[config.mk]
export PLATFORM = sky130hd
export DESIGN_NAME = wb_writeback_unit_flat
export DESIGN_NICKNAME = d
export VERILOG_FILES = /design/src/rtl/wb_pkg.sv /design/src/rtl/wb_writeback_unit_if.sv /design/src/rtl/wb_data_select.sv /design/src/rtl/wb_writeback_unit.sv /design/src/flat_wrapper.sv
export SDC_FILE = /design/constraint.sdc
export NUM_CORES = 1
export LEC_CHECK = 0
export BUFFER_PORTS_ARGS = -buffer_cell sky130_fd_sc_hd__clkbuf_2
export CORE_ASPECT_RATIO = 0.75
export CORE_MARGIN = 3
export CORE_UTILIZATION = 25
export CTS_BUF_LIST = sky130_fd_sc_hd__clkbuf_2 sky130_fd_sc_hd__clkbuf_4 sky130_fd_sc_hd__clkbuf_8
export DETAILED_ROUTE_END_ITERATION = 10
export PLACE_DENSITY_LB_ADDON = 0.05
export SLEW_MARGIN = 10
export SYNTH_ARGS = -nofsm -noshare
export SYNTH_HDL_FRONTEND = slang
export SYNTH_SLANG_ARGS = --single-unit
[constraint.sdc]
create_clock -name Clk -period 7.3 [get_ports Clk]
set_input_delay 1.46 -clock Clk [delete_from_list [all_inputs] [get_ports Clk]]
set_output_delay 1.46 -clock Clk [all_outputs]
set_load 0.01 [all_outputs]
[src/rtl/wb_pkg.sv]
// Shared definitions for the writeback unit.
// - bit positions inside the 10-bit WB control bundle
// - writeback FSM state type
// - the link register index used by jal
package wb_pkg;

  localparam int unsigned WB_CTL_W = 10;

  localparam int unsigned B_JAL         = 0;
  localparam int unsigned B_LOAD_BYTE   = 1;
  localparam int unsigned B_FPWRITE     = 2;
  localparam int unsigned B_HILO_WRITE  = 3;
  localparam int unsigned B_MULDIV      = 4;
  localparam int unsigned B_FLOAT_WRITE = 5;
  localparam int unsigned B_MEMTOREG64  = 6;
  localparam int unsigned B_MEMTOREG    = 7;
  localparam int unsigned B_REGWRITE    = 8;
  localparam int unsigned B_WRITE32_64  = 9;

  localparam int unsigned LINK_REG = 31;

  typedef enum logic {
    IDLE   = 1'b0,
    SECOND = 1'b1
  } wb_state_t;

endpackage

[src/rtl/wb_writeback_unit_if.sv]
// MEM/WB-to-register-file bundle of the writeback unit.
// master : pipeline side (drives the MEM/WB contents, observes writes/stall)
// slave  : writeback unit (consumes MEM/WB, drives the write ports)
// Handshake: an instruction is taken on a rising edge when wb_valid=1 and the
// unit is not finishing the second half of a 64-bit write; while wb_stall=1
// the pipeline must hold MEM/WB unchanged.
// dbg_state exposes the FSM state for observation.
interface wb_writeback_unit_if #(
  parameter int NREG_BITS = 5
);
  import wb_pkg::*;

  logic                  wb_valid;
  logic [WB_CTL_W-1:0]   WB_control_WB;
  logic [31:0]           ALU_WB;
  logic [31:0]           Memory_WB;
  logic [63:0]           OUT_ALU64_WB;
  logic [63:0]           OUT_data64_WB;
  logic [31:0]           PC_plus8_WB;
  logic [NREG_BITS-1:0]  RegWr_WB;

  logic                  gpr_we;
  logic [NREG_BITS-1:0]  gpr_waddr;
  logic [31:0]           gpr_wdata;
  logic                  fpr_we;
  logic [NREG_BITS-1:0]  fpr_waddr;
  logic [31:0]           fpr_wdata;
  logic                  hi_we;
  logic [31:0]           hi_wdata;
  logic                  lo_we;
  logic [31:0]           lo_wdata;
  logic                  fcc;
  logic                  wb_stall;
  wb_state_t             dbg_state;

  modport master (
    output wb_valid, WB_control_WB, ALU_WB, Memory_WB, OUT_ALU64_WB,
           OUT_data64_WB, PC_plus8_WB, RegWr_WB,
    input  gpr_we, gpr_waddr, gpr_wdata, fpr_we, fpr_waddr, fpr_wdata,
           hi_we, hi_wdata, lo_we, lo_wdata, fcc, wb_stall, dbg_state
  );

  modport slave (
    input  wb_valid, WB_control_WB, ALU_WB, Memory_WB, OUT_ALU64_WB,
           OUT_data64_WB, PC_plus8_WB, RegWr_WB,
    output gpr_we, gpr_waddr, gpr_wdata, fpr_we, fpr_waddr, fpr_wdata,
           hi_we, hi_wdata, lo_we, lo_wdata, fcc, wb_stall, dbg_state
  );

endinterface

[src/rtl/wb_data_select.sv]
// Combinational result source selection for writeback.
// Ports:
//   jal_i, load_byte_i, memtoreg_i, memtoreg64_i : decoded control bits
//   alu_i, mem_i, pc8_i                           : 32-bit candidates
//   alu64_i, data64_i                             : 64-bit candidates
//   src32_o : jal link > load data (optionally sign-extended byte) > ALU
//   src64_o : 64-bit load data or 64-bit ALU result
module wb_data_select (
  input  logic        jal_i,
  input  logic        load_byte_i,
  input  logic        memtoreg_i,
  input  logic        memtoreg64_i,
  input  logic [31:0] alu_i,
  input  logic [31:0] mem_i,
  input  logic [31:0] pc8_i,
  input  logic [63:0] alu64_i,
  input  logic [63:0] data64_i,
  output logic [31:0] src32_o,
  output logic [63:0] src64_o
);

  logic [31:0] load32;

  always_comb begin
    load32 = load_byte_i ? {{24{mem_i[7]}}, mem_i[7:0]} : mem_i;
    if (jal_i) begin
      src32_o = pc8_i;
    end else if (memtoreg_i) begin
      src32_o = load32;
    end else begin
      src32_o = alu_i;
    end
    src64_o = memtoreg64_i ? data64_i : alu64_i;
  end

endmodule

[src/rtl/wb_writeback_unit.sv]
// Writeback stage: decodes the WB control bundle of the MEM/WB register and
// issues registered writes to the GPR, FPR, HI/LO and FP condition flag.
// 64-bit results go to an even/odd FPR pair over two cycles through the
// single FPR port; wb_stall holds the pipeline for the extra cycle.
// Ports:
//   Clk : rising-edge clock
//   Rst : asynchronous active-high reset
//   wb  : MEM/WB inputs, register-file write ports, wb_stall, dbg_state
module wb_writeback_unit
  import wb_pkg::*;
#(
  parameter int NREG_BITS = 5
) (
  input logic                Clk,
  input logic                Rst,
  wb_writeback_unit_if.slave wb
);

  logic [WB_CTL_W-1:0]  ctl;
  logic                 is_w64;
  logic [NREG_BITS-1:0] dest;
  logic [31:0]          src32;
  logic [63:0]          src64;

  assign ctl    = wb.WB_control_WB;
  assign is_w64 = ctl[B_REGWRITE] & ctl[B_WRITE32_64];
  assign dest   = ctl[B_JAL] ? NREG_BITS'(LINK_REG) : wb.RegWr_WB;

  wb_data_select u_sel (
    .jal_i        (ctl[B_JAL]),
    .load_byte_i  (ctl[B_LOAD_BYTE]),
    .memtoreg_i   (ctl[B_MEMTOREG]),
    .memtoreg64_i (ctl[B_MEMTOREG64]),
    .alu_i        (wb.ALU_WB),
    .mem_i        (wb.Memory_WB),
    .pc8_i        (wb.PC_plus8_WB),
    .alu64_i      (wb.OUT_ALU64_WB),
    .data64_i     (wb.OUT_data64_WB),
    .src32_o      (src32),
    .src64_o      (src64)
  );

  wb_state_t            state_q, state_d;
  logic                 gpr_we_q, gpr_we_d;
  logic [NREG_BITS-1:0] gpr_waddr_q, gpr_waddr_d;
  logic [31:0]          gpr_wdata_q, gpr_wdata_d;
  logic                 fpr_we_q, fpr_we_d;
  logic [NREG_BITS-1:0] fpr_waddr_q, fpr_waddr_d;
  logic [31:0]          fpr_wdata_q, fpr_wdata_d;
  logic                 hi_we_q, hi_we_d;
  logic [31:0]          hi_wdata_q, hi_wdata_d;
  logic                 lo_we_q, lo_we_d;
  logic [31:0]          lo_wdata_q, lo_wdata_d;
  logic                 fcc_q, fcc_d;
  // High half of a 64-bit result, parked until the SECOND cycle.
  logic [NREG_BITS-1:0] pend_addr_q, pend_addr_d;
  logic [31:0]          pend_data_q, pend_data_d;

  always_ff @(posedge Clk or posedge Rst) begin
    if (Rst) begin
      state_q     <= IDLE;
      gpr_we_q    <= 1'b0;
      gpr_waddr_q <= '0;
      gpr_wdata_q <= '0;
      fpr_we_q    <= 1'b0;
      fpr_waddr_q <= '0;
      fpr_wdata_q <= '0;
      hi_we_q     <= 1'b0;
      hi_wdata_q  <= '0;
      lo_we_q     <= 1'b0;
      lo_wdata_q  <= '0;
      fcc_q       <= 1'b0;
      pend_addr_q <= '0;
      pend_data_q <= '0;
    end else begin
      state_q     <= state_d;
      gpr_we_q    <= gpr_we_d;
      gpr_waddr_q <= gpr_waddr_d;
      gpr_wdata_q <= gpr_wdata_d;
      fpr_we_q    <= fpr_we_d;
      fpr_waddr_q <= fpr_waddr_d;
      fpr_wdata_q <= fpr_wdata_d;
      hi_we_q     <= hi_we_d;
      hi_wdata_q  <= hi_wdata_d;
      lo_we_q     <= lo_we_d;
      lo_wdata_q  <= lo_wdata_d;
      fcc_q       <= fcc_d;
      pend_addr_q <= pend_addr_d;
      pend_data_q <= pend_data_d;
    end
  end

  always_comb begin
    state_d     = state_q;
    gpr_we_d    = 1'b0;
    gpr_waddr_d = gpr_waddr_q;
    gpr_wdata_d = gpr_wdata_q;
    fpr_we_d    = 1'b0;
    fpr_waddr_d = fpr_waddr_q;
    fpr_wdata_d = fpr_wdata_q;
    hi_we_d     = 1'b0;
    hi_wdata_d  = hi_wdata_q;
    lo_we_d     = 1'b0;
    lo_wdata_d  = lo_wdata_q;
    fcc_d       = fcc_q;
    pend_addr_d = pend_addr_q;
    pend_data_d = pend_data_q;

    case (state_q)
      IDLE: begin
        if (wb.wb_valid) begin
          if (ctl[B_FLOAT_WRITE]) begin
            fcc_d = wb.ALU_WB[0];
          end

          if (is_w64) begin
            fpr_we_d    = 1'b1;
            fpr_waddr_d = {wb.RegWr_WB[NREG_BITS-1:1], 1'b0};
            fpr_wdata_d = src64[31:0];
            pend_addr_d = {wb.RegWr_WB[NREG_BITS-1:1], 1'b1};
            pend_data_d = src64[63:32];
            state_d     = SECOND;
          end else if (ctl[B_REGWRITE] && ctl[B_FPWRITE]) begin
            fpr_we_d    = 1'b1;
            fpr_waddr_d = dest;
            fpr_wdata_d = src32;
          end else if (ctl[B_REGWRITE]) begin
            // r0 is hardwired to zero, so its write is dropped.
            gpr_we_d    = (dest != '0);
            gpr_waddr_d = dest;
            gpr_wdata_d = src32;
          end

          if (ctl[B_MULDIV]) begin
            hi_we_d    = 1'b1;
            hi_wdata_d = wb.OUT_ALU64_WB[63:32];
            lo_we_d    = 1'b1;
            lo_wdata_d = wb.OUT_ALU64_WB[31:0];
          end else if (ctl[B_HILO_WRITE]) begin
            // mthi/mtlo: bit 0 of the destination field selects HI.
            if (wb.RegWr_WB[0]) begin
              hi_we_d    = 1'b1;
              hi_wdata_d = wb.ALU_WB;
            end else begin
              lo_we_d    = 1'b1;
              lo_wdata_d = wb.ALU_WB;
            end
          end
        end
      end
      SECOND: begin
        // Input is ignored here; upstream is still stalled.
        fpr_we_d    = 1'b1;
        fpr_waddr_d = pend_addr_q;
        fpr_wdata_d = pend_data_q;
        state_d     = IDLE;
      end
      default: state_d = IDLE;
    endcase
  end

  assign wb.wb_stall  = (state_q == SECOND) | ((state_q == IDLE) & wb.wb_valid & is_w64);
  assign wb.gpr_we    = gpr_we_q;
  assign wb.gpr_waddr = gpr_waddr_q;
  assign wb.gpr_wdata = gpr_wdata_q;
  assign wb.fpr_we    = fpr_we_q;
  assign wb.fpr_waddr = fpr_waddr_q;
  assign wb.fpr_wdata = fpr_wdata_q;
  assign wb.hi_we     = hi_we_q;
  assign wb.hi_wdata  = hi_wdata_q;
  assign wb.lo_we     = lo_we_q;
  assign wb.lo_wdata  = lo_wdata_q;
  assign wb.fcc       = fcc_q;
  assign wb.dbg_state = state_q;

endmodule

[src/flat_wrapper.sv]
// flat-port wrapper written by rule: the top's interface ports become plain ports
module wb_writeback_unit_flat import wb_pkg::*;
#(
  parameter int NREG_BITS = 5
)
  (Clk, Rst, wb_wb_valid, wb_WB_control_WB, wb_ALU_WB, wb_Memory_WB, wb_OUT_ALU64_WB, wb_OUT_data64_WB, wb_PC_plus8_WB, wb_RegWr_WB, wb_gpr_we, wb_gpr_waddr, wb_gpr_wdata, wb_fpr_we, wb_fpr_waddr, wb_fpr_wdata, wb_hi_we, wb_hi_wdata, wb_lo_we, wb_lo_wdata, wb_fcc, wb_wb_stall, wb_dbg_state);
  wb_writeback_unit_if #(.NREG_BITS(NREG_BITS)) wb_i ();
  input logic Clk;
  input logic Rst;
  input wire logic [$bits(wb_i.wb_valid)-1:0] wb_wb_valid;
  input wire logic [$bits(wb_i.WB_control_WB)-1:0] wb_WB_control_WB;
  input wire logic [$bits(wb_i.ALU_WB)-1:0] wb_ALU_WB;
  input wire logic [$bits(wb_i.Memory_WB)-1:0] wb_Memory_WB;
  input wire logic [$bits(wb_i.OUT_ALU64_WB)-1:0] wb_OUT_ALU64_WB;
  input wire logic [$bits(wb_i.OUT_data64_WB)-1:0] wb_OUT_data64_WB;
  input wire logic [$bits(wb_i.PC_plus8_WB)-1:0] wb_PC_plus8_WB;
  input wire logic [$bits(wb_i.RegWr_WB)-1:0] wb_RegWr_WB;
  output wire logic [$bits(wb_i.gpr_we)-1:0] wb_gpr_we;
  output wire logic [$bits(wb_i.gpr_waddr)-1:0] wb_gpr_waddr;
  output wire logic [$bits(wb_i.gpr_wdata)-1:0] wb_gpr_wdata;
  output wire logic [$bits(wb_i.fpr_we)-1:0] wb_fpr_we;
  output wire logic [$bits(wb_i.fpr_waddr)-1:0] wb_fpr_waddr;
  output wire logic [$bits(wb_i.fpr_wdata)-1:0] wb_fpr_wdata;
  output wire logic [$bits(wb_i.hi_we)-1:0] wb_hi_we;
  output wire logic [$bits(wb_i.hi_wdata)-1:0] wb_hi_wdata;
  output wire logic [$bits(wb_i.lo_we)-1:0] wb_lo_we;
  output wire logic [$bits(wb_i.lo_wdata)-1:0] wb_lo_wdata;
  output wire logic [$bits(wb_i.fcc)-1:0] wb_fcc;
  output wire logic [$bits(wb_i.wb_stall)-1:0] wb_wb_stall;
  output wire logic [$bits(wb_i.dbg_state)-1:0] wb_dbg_state;
  assign wb_i.wb_valid = wb_wb_valid;
  assign wb_i.WB_control_WB = wb_WB_control_WB;
  assign wb_i.ALU_WB = wb_ALU_WB;
  assign wb_i.Memory_WB = wb_Memory_WB;
  assign wb_i.OUT_ALU64_WB = wb_OUT_ALU64_WB;
  assign wb_i.OUT_data64_WB = wb_OUT_data64_WB;
  assign wb_i.PC_plus8_WB = wb_PC_plus8_WB;
  assign wb_i.RegWr_WB = wb_RegWr_WB;
  assign wb_gpr_we = wb_i.gpr_we;
  assign wb_gpr_waddr = wb_i.gpr_waddr;
  assign wb_gpr_wdata = wb_i.gpr_wdata;
  assign wb_fpr_we = wb_i.fpr_we;
  assign wb_fpr_waddr = wb_i.fpr_waddr;
  assign wb_fpr_wdata = wb_i.fpr_wdata;
  assign wb_hi_we = wb_i.hi_we;
  assign wb_hi_wdata = wb_i.hi_wdata;
  assign wb_lo_we = wb_i.lo_we;
  assign wb_lo_wdata = wb_i.lo_wdata;
  assign wb_fcc = wb_i.fcc;
  assign wb_wb_stall = wb_i.wb_stall;
  assign wb_dbg_state = wb_i.dbg_state;
  wb_writeback_unit #(.NREG_BITS(NREG_BITS)) u_core (.Clk(Clk), .Rst(Rst), .wb(wb_i));
endmodule
==> results of run 1 <==
[cell usage after synthesis (2+ instances only)]
| cell type | count |
|---|---|
| a211o_1 | 4 |
| a211oi_1 | 5 |
| a21oi_1 | 130 |
| a222oi_1 | 23 |
| a22o_1 | 24 |
| a22oi_1 | 4 |
| a311oi_1 | 4 |
| and2_1 | 2 |
| buf_1 | 8 |
| buf_12 | 2 |
| buf_2 | 21 |
| buf_4 | 3 |
| clkbuf_1 | 48 |
| dfrtp_1 | 181 |
| inv_1 | 4 |
| mux2_2 | 14 |
| mux2_4 | 19 |
| mux2i_1 | 64 |
| nand2_1 | 140 |
| nand2b_1 | 10 |
| nor2_1 | 52 |
| nor2b_1 | 40 |
| nor3_1 | 2 |
| o21ai_0 | 120 |
| o21ai_1 | 22 |
| o31ai_1 | 4 |
[worst paths after layout]
check	cells past startpoint	start	slack, ns	endpoint
max in group asynchronous	3	Rst	5.00	u_core.wb.dbg_state$_DFF_PP0_
worst max register to register	4	u_core.wb.dbg_state$_DFF_PP0_	4.32	u_core.wb.gpr_wdata[25]$_DFFE_PP0P_
min in group asynchronous	2	Rst	1.01	u_core.wb.fpr_we$_DFF_PP0_
worst min register to register	2	u_core.wb.gpr_wdata[30]$_DFFE_PP0P_	0.49	u_core.wb.gpr_wdata[30]$_DFFE_PP0P_
worst max-delay path	4	wb_WB_control_WB[8]	3.43	wb_wb_stall
worst min-delay path	2	u_core.wb.gpr_wdata[30]$_DFFE_PP0P_	0.49	u_core.wb.gpr_wdata[30]$_DFFE_PP0P_
[routing by layer]
layer  GRT usage, %  up-vias  share of wire, %  routed length [um]
li1               -     4071                 -                   -
met1          26.96     4058                47               18400
met2          32.59      223                47               18200
met3          5.050       13               5.8                2254
met4          3.621        2              0.66                 259
met5              0        -             0.033                  13
[kinds of logic (layout without fill, tap and decap cells)]
kind of cell           after synthesis  count (layout)  share of synthesized area (%)
muxes                               97              97                          11.92
DFF                                181             181                          49.81
AOI/OAI and AO/OA                  343             343                          22.01
other                                0               2                              0
and+or+nand+nor                    249             249                          11.82
buffers and inverters               87             434                          4.444
[critical path: stages]
cell and delay (ns):
clkbuf_2 0.13, and2_1 0.49, a21o_1 0.20, clkbuf_2 0.12
[registers in the layout (all words and copies together), names as in the netlist, 5 cells and up]
| signal | cells |
|---|---|
| u_core.pend_addr_q | 5 |
| u_core.pend_data_q | 32 |
| u_core.wb.fpr_waddr | 5 |
| u_core.wb.fpr_wdata | 32 |
| u_core.wb.gpr_waddr | 5 |
| u_core.wb.gpr_wdata | 32 |
| u_core.wb.hi_wdata | 32 |
| u_core.wb.lo_wdata | 32 |
[where the power goes]
group | internal, mW | total, mW | switching (mW)
Combinational | 0.297 | 0.737 | 0.441
Clock | 0.250 | 0.667 | 0.417
Sequential | 1.18 | 1.28 | 0.101
Total | 1.73 | 2.69 | 0.959
[per-stage QoR]
step / util (%) / power (mW) / hold WS, ns
4_1_cts: 33.26 / 2.742 / 0.4921
3_5_place_dp: 32.27 / 2.056 / 0.4696
2_1_floorplan: - / 1.670 / 0.4355
3_3_place_gp: 32.27 / 2.053 / 0.4619
5_1_grt: 33.26 / 2.874 / 0.5088
6_report: 33.28 / 2.689 / 0.4877
[cell type report]
type / count / share of cell area [%]
well taps: 457 / 4.869
clock inverters: 13 / 0.8737
clock buffers: 19 / 2.120
diodes: 2 / 0.04262
flip-flops and latches: 181 / 38.58
multi-input cells: 689 / 36.06
repair buffers: 398 / 17.26
inverters: 4 / 0.1918
==> out/metrics.cfg, run 1 <==
[yosys]
synth_area_per_cell_sq_um=9.502
ys.flop_type=dfrtp_1
ys_seq_area_share_pct=49.81
yosys-top-cells-area=dfrtp_1 50%, a21oi_1 7.2%, mux2i_1 7.0%
syn_nets=1199
synth_warnings=0
syn_inst=957
synth_seq_cells=181
netlist_area_sq_um=9094
synth_top_cell_by_area=dfrtp_1
synth-edff-count=0
yosysUniqueCellTypes=33
async_reset_ff_share_pct=100.0
post-synth-top-area-fraction_pct=49.81

[clocking]
postCtsResizedCells=0
hold_buffers=0
cts.clk_slew.worst_paths_ns=0.09
postCtsSetupBuffers=0
htreeDepth=4
clock_latency_ns=0.49
cts_buffers=17
cts_sinks=181
cts_buffer_depth=2
cts-root-buf=clkbuf_8
cts_tree=yes

[drt]
drc=0
routed_via_density=4.746
wirelength_um=39130
first_pass_iters=9
first_iter_violations=472
postRouteAntennaNets=0
wire_per_inst_um=22.19
num_vias=8367

[floorplanning]
start_util_pct=25.77
die_w_um=226.2
fp-row-count=59
fp.dieArea_sq_um=38720
die_h_um=171.2
coreArea_sq_um=35290
num_io_pins=387

[final_layout]
synthToLayoutAreaGrowth_pct=29.13
nets=1533
final_cell_mix=384 x clkbuf_2, 180 x dfrtp_1, 139 x nand2_1
final_cells=1763
multi_input_area_sq_um=4234
final_common_cell=clkbuf_2
seqCellArea_sq_um=4531
fillCellCount=3805
final_cell_area_sq_um=11740
layout-drive-gt1-share_pct=36.50

[flow_run]
drv_cap=0

[status]
outcome=complete, no violations

[sta]
fmax_mhz=258.1
hold_viol=0
min_period_ns=3.875
fin_skew_ns=0.01431
slew_headroom_pct=29.84
tightest_slew_ns=1.050
fin_tns_setup_ns=0
setup_slack_ns=3.425
slew_viol_final=0
setup_viol=0
rsz0062_at_grt=no
timing.final.crit_share_pct=53.08

[place]
dp_slack_ns=3.439
gp_congestion=0.7840
dpl.cell_count=1729
dpl.hpwl_um=27580
place_area_sq_um=11390
port_buffers=386

[critical_path]
start_kind=input pin
worstPathMaxFanout=8
worstSetupPathType=input pin to output port
cp-end-kind=output port
required_ns=5.84
arrival_ns=2.41

[global_routing]
grt_pass1_vias=8795
grt_pass1_wl_um=57270
grt_max_degree=76
grt_use_total_pct=19.89
grt_overflow=0
antenna_found_initial=2

[power]
p_per_area_nw_per_um2=229.0
power_leakage_nw=5.848
ir_drop_v=0.00009754

[worst_hold_path]
hp-class=register to register

(Power assumes the default switching activity.)
==> inputs of run 2 (changes only) <==
--- a/config.mk
+++ b/config.mk
@@ -5,6 +5,7 @@
 export SDC_FILE = /design/constraint.sdc
 export NUM_CORES = 1
 export LEC_CHECK = 0
+export ABC_AREA = 1
 export BUFFER_PORTS_ARGS = -buffer_cell sky130_fd_sc_hd__clkbuf_2
 export CORE_ASPECT_RATIO = 0.75
 export CORE_MARGIN = 3
==> constraint.sdc (replaced) <==
create_clock -name Clk -period 3.4 [get_ports Clk]
set_input_delay 0.68 -clock Clk [delete_from_list [all_inputs] [get_ports Clk]]
set_output_delay 0.68 -clock Clk [all_outputs]
set_load 0.01 [all_outputs]
==> run 2 against run 1 <==
Effect of this change:
- critical path depth unchanged
- sequential cell count did not move
- clock-buffer cell count increased by 2
- combinational power grew 130%
- sequential share of layout area decreased by 1.7 points
- non-clock buffer count up 11
- critical path type is now register to output port
- largest cell class unchanged
==> out/metrics.cfg, run 2 <==
[global_routing]
grt_util_met3_pct=4.661  ; was 5.050%
grt_use_met2_pct=32.74  ; was 32.59%
grt_overflow=0  ; unchanged
grt_pass1_wl_um=66440  ; was 57,270 um
use_met1_pct=32.87  ; was 26.96%
top_usage_layer=met1  ; was met2
grt_use_total_pct=22.07  ; was 19.89%
grt_max_degree=88  ; was 76
grt_pass1_vias=9997  ; was 8,795
antenna_found_initial=8  ; was 2

[clocking]
postCtsResizedCells=0  ; unchanged
clock_latency_ns=0.49  ; about the same
cts-root-buf=clkbuf_8  ; unchanged
cts_buffer_depth=2  ; unchanged
htreeDepth=4  ; unchanged
cts_tree=yes  ; unchanged
cts.clk_slew.worst_paths_ns=0.11  ; was 0.09 ns
hold_buffers=0  ; unchanged
postCtsSetupBuffers=0  ; unchanged
cts_sinks=181  ; unchanged
cts_buffers=17  ; unchanged

[critical_path]
max_stage_delay_ns=0.62  ; was 0.49 ns
r2r_end=u_core.wb.fpr_wdata[6]$_DFFE_PP0P_  ; was u_core.wb.gpr_wdata[25]$_DFFE_PP0P_
r2r_cells=8  ; was 4
worstSetupPathType=register to output port  ; was input pin to output port
cp-end-kind=output port  ; unchanged
r2r_start=u_core.wb.dbg_state$_DFF_PP0_  ; unchanged
path_cells=inv_2 -> buf_4 -> nand2_1 -> clkbuf_2  ; was clkbuf_2 -> and2_1 -> a21o_1 -> clkbuf_2
worstPathMaxFanout=38  ; was 8
arrival_ns=1.98  ; was 2.41 ns
start_kind=register  ; was input pin
ff2ff_setup_slack_ns=1.10  ; was 4.32 ns
required_ns=2.72  ; was 5.84 ns
critical-path-slowest-cell=dfrtp_2  ; was and2_1

[final_layout]
final_common_cell=nand2_1  ; was clkbuf_2
synthToLayoutAreaGrowth_pct=29.34  ; was 29.13%
fillCellCount=4228  ; was 3,805
layout-drive-gt1-share_pct=26.98  ; was 36.50%
nets=1931  ; was 1,533
final_cell_mix=630 x nand2_1, 386 x clkbuf_2, 207 x nor2_1  ; was 384 x clkbuf_2, 180 x dfrtp_1, 139 x nand2_1
final_cell_area_sq_um=12300  ; was 11,740 sq um
final_cells=2210  ; was 1,763

[flow_run]
drv_cap=0  ; unchanged

[yosys]
syn_inst=1351  ; was 957
synth_top_cell_by_area=dfrtp_1  ; unchanged
muxShareOfSynthArea_pct=0.1185  ; was 11.92%
netlist_area_sq_um=9507  ; was 9094 sq um
synth-edff-count=0  ; unchanged
synth_warnings=0  ; unchanged
post-synth-top-area-fraction_pct=47.64  ; was 49.81%
ys_seq_area_share_pct=47.64  ; was 49.81%
synth_commonest_cells=631 x nand2_1, 207 x nor2_1, 181 x dfrtp_1  ; was 181 x dfrtp_1, 140 x nand2_1, 130 x a21oi_1
synth_area_per_cell_sq_um=7.037  ; was 9.502 sq um
yosysUniqueCellTypes=26  ; was 33
synthSimpleGateAreaFrac_pct=35.56  ; was 11.82%
synth-xor-area-share_pct=0  ; unchanged
synth-compound-area-share_pct=10.69  ; was 22.01%
synth_top_family_by_area=simple AND/OR/NAND/NOR gates  ; was compound AO/OA/AOI/OAI gates
syn_nets=1593  ; was 1,199
yosys-top-cells-area=dfrtp_1 48%, nand2_1 25%, nor2_1 8.2%  ; was dfrtp_1 50%, a21oi_1 7.2%, mux2i_1 7.0%
ys.flop_type=dfrtp_1  ; unchanged
synthAdderAreaFrac_pct=0  ; unchanged
async_reset_ff_share_pct=100.0  ; unchanged
synth_seq_cells=181  ; unchanged
post-synth-top-count-cell=nand2_1  ; was dfrtp_1

[place]
dp_slack_ns=1.004  ; was 3.439 ns
dpl.cell_count=2174  ; was 1,729
dpl.hpwl_um=33670  ; was 27,580 um
gp_congestion=0.8701  ; was 0.7840
place_area_sq_um=11860  ; was 11,390 sq um
port_buffers=386  ; unchanged

[sta]
min_period_ns=2.661
fin_tns_setup_ns=0  ; unchanged
fin_skew_ns=0.01363  ; was 0.01431 ns
hold_viol=0  ; unchanged
tightest_slew_ns=0.9658  ; was 1.050 ns
fmax_mhz=375.9
rsz0062_at_grt=no  ; unchanged
timing.final.crit_share_pct=78.25
slew_headroom_pct=35.54  ; was 29.84%
holdWs_ns=0.1481  ; was 0.4877 ns
setup_viol=0  ; unchanged
setup_slack_ns=0.7394  ; was 3.425 ns
slew_viol_final=0  ; unchanged

[power]
p_per_area_nw_per_um2=502.7  ; was 229.0 nW/um^2
ir_drop_v=0.0001729  ; was 0.00009754 V
net-switching-power_mw=2.196  ; was 959.5 uW
comb_power_share_pct=27.6  ; was 27.4%
power.share.clock_pct=27.0  ; was 24.8%
power_leakage_nw=6.667  ; was 5.848 nW
p_seq_share_pct=45.5  ; was 47.8%
switching_share_pct=35.52  ; was 35.68%
p_int_mw=3.986  ; was 1.729 mW

[floorplanning]
start_util_pct=25.47  ; was 25.77%
die_h_um=174.9  ; was 171.2 um
fp-row-count=61  ; was 59
num_io_pins=387  ; unchanged
fp.dieArea_sq_um=40430  ; was 38,720 sq um
die_w_um=231.2  ; was 226.2 um
coreArea_sq_um=37320  ; was 35,290 sq um

[drt]
wirelength_um=44920  ; was 39,130 um
first_pass_iters=5  ; was 9
routed_via_density=4.613  ; was 4.746
wire_per_inst_um=20.32  ; was 22.19 um
postRouteAntennaNets=0  ; unchanged
first_iter_violations=737  ; was 472
num_vias=10190  ; was 8,367
drc=0  ; unchanged

[status]
outcome=complete, no violations  ; unchanged

[worst_hold_path]
hp-class=input pin to asynchronous set/reset pin  ; was register to register

## run 2: cell count changes after synthesis, moves of 24 or more
cell     change
nand2_1    +491
nor2_1     +155
o21ai_0    -103
a31oi_1     +96
a21oi_1     -93
mux2i_1     -64
nor2b_1     -40
nand3_1     +31
buf_2       +29
a22o_1      -24
## run 2: cell type report
class	count	area [sq um]	share of cell area (%)
clock buffers	21	282.8	2.300
flip-flops and latches	181	4531	36.85
clock inverters	10	145.1	1.180
inverters	26	101.3	0.8243
diodes	5	12.51	0.1018
well taps	504	630.6	5.129
repair buffers	409	2167	17.62
multi-input cells	1054	4425	35.99
## run 2: power by group through the flow
stage	registers [mW]	logic, mW	clock network, mW
floorplan	2.94	0.741	0
global placement	2.85	1.73	0
detailed placement	2.85	1.73	0
CTS	2.81	1.73	1.73
global route	2.86	1.90	1.81
finish	2.81	1.70	1.67
## run 2: worst max-delay path by stage
stage / startpoint / to / slack [ns] / cells past startpoint
4_1_cts: u_core.wb.dbg_state$_DFF_PP0_ / wb_wb_stall / 0.67 / 4
5_1_grt: u_core.wb.dbg_state$_DFF_PP0_ / wb_wb_stall / 0.59 / 4
3_3_place_gp: wb_WB_control_WB[4] / u_core.wb.hi_wdata[6]$_DFFE_PP0P_ / 1.01 / 7
2_1_floorplan: Rst / u_core.pend_addr_q[0]$_DFFE_PP0P_ / 0.40 / 1
3_5_place_dp: wb_WB_control_WB[4] / u_core.wb.lo_wdata[8]$_DFFE_PP0P_ / 1.00 / 6
6_report: u_core.wb.dbg_state$_DFF_PP0_ / wb_wb_stall / 0.74 / 4
## run 2: worst max-delay path, delay by kind of cell (launching register included)
kind | cells | cell delay, ns
AND/OR/NAND/NOR | 1 | 0.11
buffers and inverters | 3 | 0.77
flip-flops | 1 | 0.62
## run 2: layer usage
layer	vias up	routed length, um
met1	4872	21890
met4	6	633
met3	31	2757
met2	310	19580
li1	4975	-
met5	-	54
## run 2: logic make-up after synthesis
logic type,Yosys count
flops,181
buf+inv,116
simple gates,879
compound gates,174
mux,1
## run 2: through the flow
stage                     util, %  power [mW]
after floorplan                 -       3.683
after global placement      31.76       4.578
after detailed placement    31.76       4.582
after CTS                   32.91       6.279
after global routing        32.94       6.576
final                       32.94       6.181
==> inputs of run 3 (changes only) <==
==> constraint.sdc (replaced) <==
create_clock -name Clk -period 2.7 [get_ports Clk]
set_input_delay 0.54 -clock Clk [delete_from_list [all_inputs] [get_ports Clk]]
set_output_delay 0.54 -clock Clk [all_outputs]
set_load 0.01 [all_outputs]
==> run 3 against run 2 <==
Effect of this change:
- total power increased by 27%
- combinational power is 27% higher
- final cell count rose by 0.59%
- via count down 0.27%
- worst hold slack improved by 0.13 ns
- non-clock buffer count increased by 9
- core utilization is 0.25 points higher
- clock-buffer cell count shrank 2
- register-to-register slack got worse by 0.48 ns
- clock skew up 0.0048 ns
- sequential share of layout area decreased by 0.28 points
- critical path depth grew 2
- critical endpoint unchanged
- largest power group unchanged
==> out/metrics.cfg, run 3 (same netlist as run 2, synthesis figures left out) <==
[final_layout]
final_cells=2223  ; was 2,210
nets=1940  ; was 1,931
layout-drive-gt1-share_pct=27.35  ; was 26.98%
synthToLayoutAreaGrowth_pct=30.31  ; was 29.34%
final_util_pct=33.19  ; was 32.94%
fillCellCount=4225  ; was 4,228
final_common_cell=nand2_1  ; unchanged
multi_input_area_sq_um=4425  ; unchanged
final_cell_mix=630 x nand2_1, 386 x clkbuf_2, 207 x nor2_1  ; unchanged
seqCellArea_sq_um=4531  ; unchanged

[place]
gp_congestion=0.8807  ; was 0.8701
port_buffers=386  ; unchanged
dpl.hpwl_um=34030  ; was 33,670 um
dp_slack_ns=0.6505  ; was 1.004 ns
dpl.cell_count=2182  ; was 2,174

[critical_path]
worstPathMaxFanout=16  ; was 38
max_stage_delay_ns=0.57  ; was 0.62 ns
cpLargestDelayFamily=flip-flops  ; was buffers and inverters
critical-path-slowest-cell=dfrtp_2  ; unchanged
cp-end-kind=output port  ; unchanged
r2r_cells=7  ; was 8
critical_path_buf_inv_count=3  ; unchanged
arrival_ns=1.80  ; was 1.98 ns
start_kind=register  ; unchanged
worst-path-stages=6  ; was 4
worstSetupPathType=register to output port  ; unchanged
path_cells=nor2_4 -> inv_2 -> nor2_4 -> inv_2 -> nand2_1 -> clkbuf_2  ; was inv_2 -> buf_4 -> nand2_1 -> clkbuf_2
required_ns=2.16  ; was 2.72 ns

[floorplanning]
die_w_um=231.2  ; unchanged
fp-row-count=61  ; unchanged
die_h_um=174.9  ; unchanged
fp.dieArea_sq_um=40430  ; unchanged
num_io_pins=387  ; unchanged
start_util_pct=25.47  ; unchanged
coreArea_sq_um=37320  ; unchanged

[drt]
first_iter_violations=777  ; was 737
first_pass_iters=5  ; unchanged
wirelength_um=44740  ; was 44,920 um
num_vias=10170  ; was 10,190
drc=0  ; unchanged
wire_per_inst_um=20.13  ; was 20.32 um
routed_via_density=4.573  ; was 4.613
postRouteAntennaNets=0  ; unchanged

[clocking]
postCtsResizedCells=0  ; unchanged
postCtsSetupBuffers=0  ; unchanged
cts_buffer_depth=2  ; unchanged
cts.clk_slew.worst_paths_ns=0.12  ; was 0.11 ns
cts_tree=yes  ; unchanged
cts_sinks=181  ; unchanged
clock_latency_ns=0.50  ; was 0.49 ns
cts-root-buf=clkbuf_8  ; unchanged
htreeDepth=4  ; unchanged
cts_buffers=17  ; unchanged

[global_routing]
grt_max_degree=86  ; was 88
antenna_found_initial=13  ; was 8
grt_pass1_wl_um=66320  ; was 66,440 um
grt_overflow=0  ; unchanged
grt_use_total_pct=21.97  ; was 22.07%
grt_pass1_vias=10130  ; was 9,997

[status]
outcome=complete, no violations  ; unchanged

[sta]
slew_headroom_pct=39.22  ; was 35.54%
fmax_mhz=427.0
timing.final.crit_share_pct=86.73
min_period_ns=2.342
slew_viol_final=0  ; unchanged
setup_viol=0  ; unchanged
setup_slack_ns=0.3583  ; was 0.7394 ns
rsz0062_at_grt=no  ; unchanged
hold_viol=0  ; unchanged
fin_skew_ns=0.01846  ; was 0.01363 ns
tightest_slew_ns=0.9104  ; was 0.9658 ns

[worst_hold_path]
hold_depth=3
hp-class=input pin to register  ; was input pin to asynchronous set/reset pin

[power]
total_power_mw=7.876  ; was 6.181 mW
power_leakage_nw=6.712  ; was 6.667 nW
ir_drop_v=0.0002252  ; was 0.0001729 V
p_per_area_nw_per_um2=635.8  ; was 502.7 nW/um^2

[flow_run]
drv_cap=0  ; unchanged

run 3: changes by cell type in the layout (fill, tap and decap cells not counted):
cell	before	now
buf_4	18	26
bufinv_16	3	4
clkbuf_4	1	2
clkbuf_8	20	17
clkinv_4	2	1
clkinvlp_4	3	4
diode_2	5	8
dlygate4sd3_1	0	1
inv_6	2	3
inv_8	0	1
run 3: final timing paths:
kind / from / end / slack [ns]
setup / recovery: u_core.wb.dbg_state$_DFF_PP0_ / wb_wb_stall / 0.36
hold / removal: wb_OUT_data64_WB[38] / u_core.pend_data_q[6]$_DFFE_PP0P_ / 0.28
setup reg to reg: u_core.wb.dbg_state$_DFF_PP0_ / u_core.wb.fpr_wdata[6]$_DFFE_PP0P_ / 0.62
hold reg to reg: u_core.wb.gpr_wdata[10]$_DFFE_PP0P_ / u_core.wb.gpr_wdata[10]$_DFFE_PP0P_ / 0.48
max in group asynchronous: Rst / u_core.pend_addr_q[3]$_DFFE_PP0P_ / 1.37
min in group asynchronous: Rst / u_core.wb.lo_wdata[19]$_DFFE_PP0P_ / 0.53
run 3: where the power goes:
part | internal, mW | leakage [nW] | switching [mW]
combinational | 0.810 | 4.37 | 1.35
sequential | 3.21 | 2.13 | 0.319
clock | 1.04 | 0.216 | 1.14
total | 5.07 | 6.71 | 2.81
run 3: timing repair:
item / 4_1_cts / 5_1_grt
hold buffers: 1 / 0
setup endpoints to repair: 0 / 0
endpoints found under the hold margin: 6 / 0
run 3: through the flow:
step	hold slack, ns	setup TNS, ns	area (sq um)
after floorplan	0.4403	-29.43	9510
after global placement	0.4541	0	11920
after detailed placement	0.4572	0	11920
after CTS	0.2298	0	12370
after global routing	0.2399	0	12390
final	0.2757	0	12390
run 3: worst min-delay path, cell delays in order:
cell and delay [ns]:
clkbuf_2 0.08, nand2_1 0.05, a31oi_1 0.07
run 3: layout make-up:
type,count,area share (%)
antenna,8,0.1616
clock buffer,19,2.010
clock inverter,13,1.566
inverter,26,0.8181
multi-input combinational,1054,35.72
sequential,181,36.57
tap,504,5.090
timing repair buffer,418,18.06
run 3: layer usage:
metal  vias to the layer above  GRT usage, %  part of all wire (%)
met2                       304         32.80                    44
li1                       5005             -                     -
met1                      4807         32.01                    49
met4                        10         5.394                   1.6
met3                        40         5.150                   6.1
met5                         -             0                  0.17
